===== src/rtl/skeleton_capture_pkg.sv =====
// Shared types and elaboration helpers for the skeleton ROM capture block.
package skeleton_capture_pkg;

    typedef enum logic [2:0] {
        ST_IDLE,
        ST_ARM,
        ST_CAPTURE,
        ST_DRAIN,
        ST_SEND
    } state_t;

    // Frame layout after the header beats: count beat, then the samples.
    localparam int COUNT_BEAT_OFFSET   = 0;
    localparam int FIRST_SAMPLE_OFFSET = 1;

    function automatic int clog2(input int value);
        int result = 0;
        while ((1 << result) < value) result++;
        return result;
    endfunction

    function automatic int head_beats(input int head_width, input int word_width);
        return (head_width + word_width - 1) / word_width;
    endfunction

endpackage


===== src/rtl/capture_buf.sv =====
// Capture buffer: one write port, one registered read port (1-cycle read latency).
module capture_buf
    import skeleton_capture_pkg::*;
#(
    parameter int DEPTH = 64,
    parameter int WIDTH = 16
) (
    input  logic                     CLK_SYS,
    input  logic                     WE,
    input  logic [clog2(DEPTH)-1:0]  WADDR,
    input  logic [WIDTH-1:0]         WDATA,
    input  logic [clog2(DEPTH)-1:0]  RADDR,
    output logic [WIDTH-1:0]         RDATA
);

    logic [WIDTH-1:0] mem [DEPTH];

    always_ff @(posedge CLK_SYS) begin
        if (WE) begin
            mem[WADDR] <= WDATA;
        end
        RDATA <= mem[RADDR];
    end

endmodule


===== src/rtl/skeleton_rom_capture.sv =====
// Host-side driver for the ROM test skeleton: arm, capture until RDY, stream a frame.
// Optional capture abort timer enabled by defining CAPTURE_TIMEOUT_EN.
module skeleton_rom_capture
    import skeleton_capture_pkg::*;
#(
    parameter int                      BITWIDTH_SYS   = 16,
    parameter int                      BITWIDTH_HEAD  = 26,
    parameter int                      DEPTH          = 64,
    parameter logic [BITWIDTH_SYS-1:0] STIM_VALUE     = 16'h0001,
    parameter int                      TIMEOUT_CYCLES = 4096
) (
    input  logic                     CLK_SYS,
    input  logic                     RST,
    input  logic                     START,
    output logic                     BUSY,
    output logic                     OVERFLOW,
    output logic                     TIMEOUT,
    output logic                     DUT_EN,
    output logic                     DUT_TRGG,
    output logic [BITWIDTH_SYS-1:0]  DUT_DATA_IN,
    input  logic [BITWIDTH_SYS-1:0]  DUT_DATA_OUT,
    input  logic [BITWIDTH_HEAD-1:0] DUT_HEAD,
    input  logic                     DUT_RDY,
    output logic [BITWIDTH_SYS-1:0]  OUT_DATA,
    output logic                     OUT_VALID,
    input  logic                     OUT_READY
);

    localparam int HEAD_BEATS   = head_beats(BITWIDTH_HEAD, BITWIDTH_SYS);
    localparam int HEAD_EXT_W   = HEAD_BEATS * BITWIDTH_SYS;
    localparam int AW           = clog2(DEPTH);
    localparam int CW           = AW + 1;
    localparam int COUNT_BEAT   = HEAD_BEATS + COUNT_BEAT_OFFSET;
    localparam int FIRST_SAMPLE = HEAD_BEATS + FIRST_SAMPLE_OFFSET;
    localparam int BEAT_W       = clog2(FIRST_SAMPLE + DEPTH) + 1;

    state_t                   state;
    state_t                   next_state;
    logic [CW-1:0]            count;
    logic                     overflow_q;
    logic [BITWIDTH_HEAD-1:0] head_q;
    logic [HEAD_EXT_W-1:0]    head_ext;
    logic [BEAT_W-1:0]        beat;
    logic [BEAT_W-1:0]        beat_nxt;
    logic [BEAT_W-1:0]        last_beat;
    logic [AW-1:0]            raddr;
    logic [BITWIDTH_SYS-1:0]  rdata;
    logic                     we;
    logic                     fire;
    logic                     start_ok;
    logic                     timeout_hit;

    assign start_ok  = (state == ST_IDLE) && START;
    assign we        = (state == ST_CAPTURE) && (count < CW'(DEPTH));
    assign fire      = (state == ST_SEND) && OUT_READY;
    assign head_ext  = HEAD_EXT_W'(head_q);
    assign last_beat = BEAT_W'(FIRST_SAMPLE) + BEAT_W'(count) - BEAT_W'(1);
    assign beat_nxt  = fire ? beat + BEAT_W'(1) : beat;
    assign OVERFLOW  = overflow_q;

    // Address the sample the next beat will need so a stalled beat keeps its data
    // and a transferring beat has its successor ready one cycle later.
    assign raddr = (beat_nxt >= BEAT_W'(FIRST_SAMPLE))
                 ? AW'(beat_nxt - BEAT_W'(FIRST_SAMPLE)) : '0;

    capture_buf #(
        .DEPTH (DEPTH),
        .WIDTH (BITWIDTH_SYS)
    ) u_buf (
        .CLK_SYS (CLK_SYS),
        .WE      (we),
        .WADDR   (count[AW-1:0]),
        .WDATA   (DUT_DATA_OUT),
        .RADDR   (raddr),
        .RDATA   (rdata)
    );

    always_ff @(posedge CLK_SYS or posedge RST) begin
        if (RST) begin
            state <= ST_IDLE;
        end else begin
            state <= next_state;
        end
    end

    always_comb begin
        next_state  = state;
        BUSY        = 1'b1;
        DUT_EN      = 1'b0;
        DUT_TRGG    = 1'b0;
        DUT_DATA_IN = '0;
        OUT_VALID   = 1'b0;
        case (state)
            ST_IDLE: begin
                BUSY = 1'b0;
                if (START) next_state = ST_ARM;
            end
            ST_ARM: begin
                DUT_EN      = 1'b1;
                DUT_TRGG    = 1'b1;
                DUT_DATA_IN = STIM_VALUE;
                next_state  = ST_CAPTURE;
            end
            ST_CAPTURE: begin
                DUT_EN      = 1'b1;
                DUT_DATA_IN = STIM_VALUE;
                if (DUT_RDY || timeout_hit) next_state = ST_DRAIN;
            end
            ST_DRAIN: begin
                next_state = ST_SEND;
            end
            ST_SEND: begin
                OUT_VALID = 1'b1;
                if (OUT_READY && (beat == last_beat)) next_state = ST_IDLE;
            end
            default: begin
                next_state = ST_IDLE;
            end
        endcase
    end

    always_ff @(posedge CLK_SYS or posedge RST) begin
        if (RST) begin
            count      <= '0;
            overflow_q <= 1'b0;
            head_q     <= '0;
            beat       <= '0;
        end else begin
            if (start_ok) begin
                count      <= '0;
                overflow_q <= 1'b0;
                head_q     <= DUT_HEAD;
                beat       <= '0;
            end else begin
                if (we) begin
                    count <= count + CW'(1);
                    if ((count == CW'(DEPTH - 1)) && !DUT_RDY) overflow_q <= 1'b1;
                end
                if (fire) beat <= beat + BEAT_W'(1);
            end
        end
    end

    // Header beats go out MSB-first from the zero-extended header.
    always_comb begin
        OUT_DATA = '0;
        if (state == ST_SEND) begin
            if (beat == BEAT_W'(COUNT_BEAT)) begin
                OUT_DATA = BITWIDTH_SYS'(count);
            end else if (beat > BEAT_W'(COUNT_BEAT)) begin
                OUT_DATA = rdata;
            end else begin
                for (int i = 0; i < HEAD_BEATS; i++) begin
                    if (beat == BEAT_W'(i)) begin
                        OUT_DATA = head_ext[(HEAD_BEATS-1-i)*BITWIDTH_SYS +: BITWIDTH_SYS];
                    end
                end
            end
        end
    end

`ifdef CAPTURE_TIMEOUT_EN
    localparam int TCW = clog2(TIMEOUT_CYCLES) + 1;

    logic [TCW-1:0] tcnt;
    logic           timeout_q;

    assign timeout_hit = (state == ST_CAPTURE) && !DUT_RDY
                       && (tcnt == TCW'(TIMEOUT_CYCLES - 1));
    assign TIMEOUT     = timeout_q;

    always_ff @(posedge CLK_SYS or posedge RST) begin
        if (RST) begin
            tcnt      <= '0;
            timeout_q <= 1'b0;
        end else begin
            if (start_ok) timeout_q <= 1'b0;
            else if (timeout_hit) timeout_q <= 1'b1;
            if (state == ST_ARM) tcnt <= '0;
            else if (state == ST_CAPTURE) tcnt <= tcnt + TCW'(1);
        end
    end
`else
    assign timeout_hit = 1'b0;
    // No abort timer in this build; the limit stays referenced so both builds share one interface.
    assign TIMEOUT     = 1'b0 & (TIMEOUT_CYCLES > 0);
`endif

endmodule


===== config.mk =====
export PLATFORM = sky130hd
export DESIGN_NAME = skeleton_rom_capture
export DESIGN_NICKNAME = d
export VERILOG_FILES = /design/src/rtl/skeleton_capture_pkg.sv /design/src/rtl/capture_buf.sv /design/src/rtl/skeleton_rom_capture.sv
export SDC_FILE = /design/constraint.sdc
export NUM_CORES = 1
export LEC_CHECK = 0
export ABC_AREA = 1
export CAP_MARGIN = 20
export CORE_MARGIN = 2
export CORE_UTILIZATION = 30
export CTS_BUF_LIST = sky130_fd_sc_hd__clkbuf_8 sky130_fd_sc_hd__clkbuf_16
export CTS_CLUSTER_SIZE = 12
export DETAILED_ROUTE_END_ITERATION = 7
export GPL_ROUTABILITY_DRIVEN = 0
export GPL_TIMING_DRIVEN = 0
export PLACE_DENSITY_LB_ADDON = 0.25
export SKIP_LAST_GASP = 1
export SLEW_MARGIN = 10
export SYNTH_ARGS = -nofsm -noshare
export SYNTH_HDL_FRONTEND = slang
export SYNTH_SLANG_ARGS = --single-unit

===== constraint.sdc =====
create_clock -name CLK_SYS -period 5.71 [get_ports CLK_SYS]
set_input_delay 0.8565 -clock CLK_SYS [delete_from_list [all_inputs] [get_ports CLK_SYS]]
set_output_delay 0.8565 -clock CLK_SYS [all_outputs]
set_load 0.05 [all_outputs]

==> impl_metrics.csv <==
group,metric,value,unit
run_status,status,"finished, violations left",
synth,syn_area,0.0475,sq mm
worst_setup_path,crit_path_start,"beat[1]",
clocking,cts.sinks,1085,
routing,wirelength,174000,um
worst_setup_path,cp_cell_sequence,"inv_1, ha_1, inv_1, nor2_1, inv_1, clkbuf_1, o21ai_0, nand2_1, a221oi_1, clkdlybuf4s50_1",
pwr,cellPowerDensity,361,mW/mm^2
pwr,sw_frac_of_total,0.311,
pwr,ir_worst_vdd,0.251,mV
clocking,clock_path_buffers,3,
pwr,power_frac_clock,0.354,
clocking,cts_setup_buffers,0,
sta,fmax,198,MHz
clocking,root_buffer,"clkbuf_16",
cells_and_area,final_nets,4523,
sta,fin_worst_skew,0.0353,ns
floorplanning,die_w,402,um
global_routing,antenna_found_initial,9,
worst_setup_path,cp_common_cell,"inv_1",
sta,finalMaxSlewViolations,0,
routing,drt_iter0_markers,4380,
worst_setup_path,crit_required,4.85,ns
pwr,p_seq_frac,0.449,
placed_design,dpl_worst_slack,0.108,ns
sta,timing.final.crit_period,5.04,ns
worst_setup_path,critPathTopFamily,"buffers and inverters",
floorplanning,io_pins,85,
worst_setup_path,crit_slowest_cell,"clkdlybuf4s50_1",
pwr,internal_power,13.9,mW
min_path,min_path_type,"in -> async",
cells_and_area,syn_to_final_growth,17.8,%
global_routing,grt_pass1_vias,32000,
global_routing,grt_max_degree,59,
synth,ys_ff_latch,1085,
routing,ant_nets,0,
routing,viasPerCell,5.12,
worst_setup_path,worstPathArrival,4.18,ns
routing,avgRoutedWirePerCell,26.3,um
sta,relSlewSlack,0.410,
worst_setup_path,crit_fanout,10,
worst_setup_path,cp-start-kind,"register",
clocking,clk_pin_slew,0.06,ns
sta,finalSetupViolCount,0,
cells_and_area,n_fill_cell,15600,
placed_design,dp_hpwl,124000,um
sta,period_share,0.883,
routing,via_count,34000,
placed_design,placed_area,0.0524,sq mm
synth,ys_seq_area_frac,0.678,
floorplanning,die_area,0.161,sq mm
job,cap_violations,0,
sta,hold_violations,0,
floorplanning,start_util,0.301,
clocking,cts_resized,0,
routing,dr.pass1.iters,8,
pwr,finalPower,20.2,mW
synth,ys_types,43,
synth,synth_cells,4182,
cells_and_area,layout.cells.non_filler,6630,
global_routing,grt_overflow,0,
worst_setup_path,cp_slowest_stage_delay,0.89,ns
placed_design,port_buffers,68,
cells_and_area,drive_above_1_share,0.157,
clocking,clock_latency,0.76,ns
clocking,numCtsBuffers,115,
worst_setup_path,criticalPathCategory,"reg -> out",
worst_setup_path,end_kind,"output pin",
pwr,switchingPower,6.27,mW
global_routing,grt_pass1_wl,241000,um
pwr,p_comb_frac,0.198,
placed_design,dp_cells,6421,
sta,setup_slack,0.669,ns
worst_setup_path,reg2reg_from,"state[0]",
synth,avgSynthCellArea,11.4,sq um
clocking,cts_tree,"yes",
synth,yosysWarnings,0,
global_routing,track_usage,0.211,
sta,grt_setup_unrepaired,"no",
clocking,htree_levels,3,
pwr,cellLeakagePower,21.1,nW
worst_setup_path,timing.critical_path.buf_inv,5,
sta,tightest_slew,0.885,ns
routing,drc,6,
run_status,violations,"design-rule violations",
floorplanning,rows,146,
floorplanning,core_area,0.158,sq mm
clocking,postCtsHoldBufs,0,
floorplanning,die_h,402,um
cells_and_area,fin_area,0.0559,sq mm
[path summary, 6_finish.rpt]
check / end / slack, ns / cells after the start
setup reg to reg: u_buf.RDATA[7] / 0.81 / 21
hold / removal: head_q[10] / 0.39 / 2
min in group CLK_SYS: u_buf.mem[32][13] / 0.46 / 1
setup / recovery: OUT_DATA[5] / 0.67 / 10
max in group asynchronous: beat[6] / 4.84 / 3
hold reg to reg: head_q[7] / 0.48 / 2
[synthesized netlist by cell type, drive strengths merged]
master / n / area (sq um)
a221oi: 5 / 43.8
o211ai: 3 / 22.5
nand3: 981 / 4930
buf: 235 / 1310
o21bai: 2 / 15.0
dfrtp: 45 / 1130
ha: 10 / 125
clkbuf: 59 / 221
a31oi: 3 / 18.8
a22oi: 1 / 7.51
o2111ai: 49 / 429
o221ai: 1 / 8.76
nor4: 3 / 18.8
nand3b: 241 / 1810
nor2: 330 / 1260
conb: 1 / 3.75
a21oi: 24 / 120
a211oi: 2 / 15.0
inv: 425 / 1600
nand4: 2 / 12.5
o41ai: 1 / 8.76
edfxtp: 1024 / 30700
nor3: 2 / 10.0
xnor2: 5 / 51.3
clkinv: 3 / 11.3
nand2: 433 / 1660
o21ai: 124 / 621
xor2: 7 / 61.3
dfxtp: 16 / 320
or2: 144 / 901
and2: 1 / 6.26
[stage by stage]
step / hold WS [ns] / util / setup TNS (ns)
after floorplan: 0.449 / - / 0
after global placement: 0.465 / 0.322 / -0.00564
after detailed placement: 0.465 / 0.332 / 0
after CTS: 0.359 / 0.354 / 0
after global routing: 0.392 / 0.354 / 0
final: 0.387 / 0.354 / 0
[layout by cell type, fill, tap and decap left out, types with 16 or more instances in the layout]
cell type,instances
buf_4,57
conb_1,16
clkinv_2,19
nand3_1,979
edfxtp_1,1024
inv_1,447
clkbuf_1,59
dfrtp_1,45
a21oi_1,24
buf_16,21
dfxtp_1,16
clkdlybuf4s50_1,52
nand3b_1,241
buf_8,51
o2111ai_1,49
nand2_1,426
o21ai_0,123
nor2_1,263
clkinv_1,28
or2_2,144
nor2_2,65
clkbuf_16,118
buf_2,190
[metal layers]
metal	vias to the layer above	global-route usage	wire length [um]
li1	15200	-	-
met1	16900	0.275	71100
met2	1569	0.332	78800
met3	321	0.0502	15300
met4	0	0.0974	9080
met5	-	0	0
[kinds of logic after synthesis]
family | after synthesis | synth area share
AOI/OAI and AO/OA | 215 | 0.0276
xor gates and xnor gates | 12 | 0.00237
adders and majority gates | 10 | 0.00263
buffers and inverters | 722 | 0.0662
DFF | 1085 | 0.678
other | 1 | 0.0000790
and+or+nand+nor | 2137 | 0.223
[registers in the layout, indices dropped and copies added (netlist names)]
signal       count
count            7
u_buf.RDATA     16
head_q          26
state            3
OVERFLOW         1
beat             8
u_buf.mem     1024
[area by class of cell]
type,count,area (sq um),area share
clock inverters,84,518,0.00926
multi-input cells,2390,12400,0.221
inverters,428,1610,0.0287
repair buffers,152,2100,0.0376
plain buffers,294,1540,0.0274
flip-flops and latches,1085,32200,0.575
well taps,2072,2590,0.0463
diodes,3,7.51,0.000134
clock buffers,122,3010,0.0538
[power groups by stage]
stage	Sequential [mW]	Clock (mW)	Combinational, mW
floorplan	9.18	0	2.13
global placement	9.26	0	3.80
detailed placement	9.22	0	3.90
CTS	9.06	7.22	3.90
global route	9.08	7.53	4.20
finish	9.05	7.14	3.99
(Power assumes the default switching activity.)
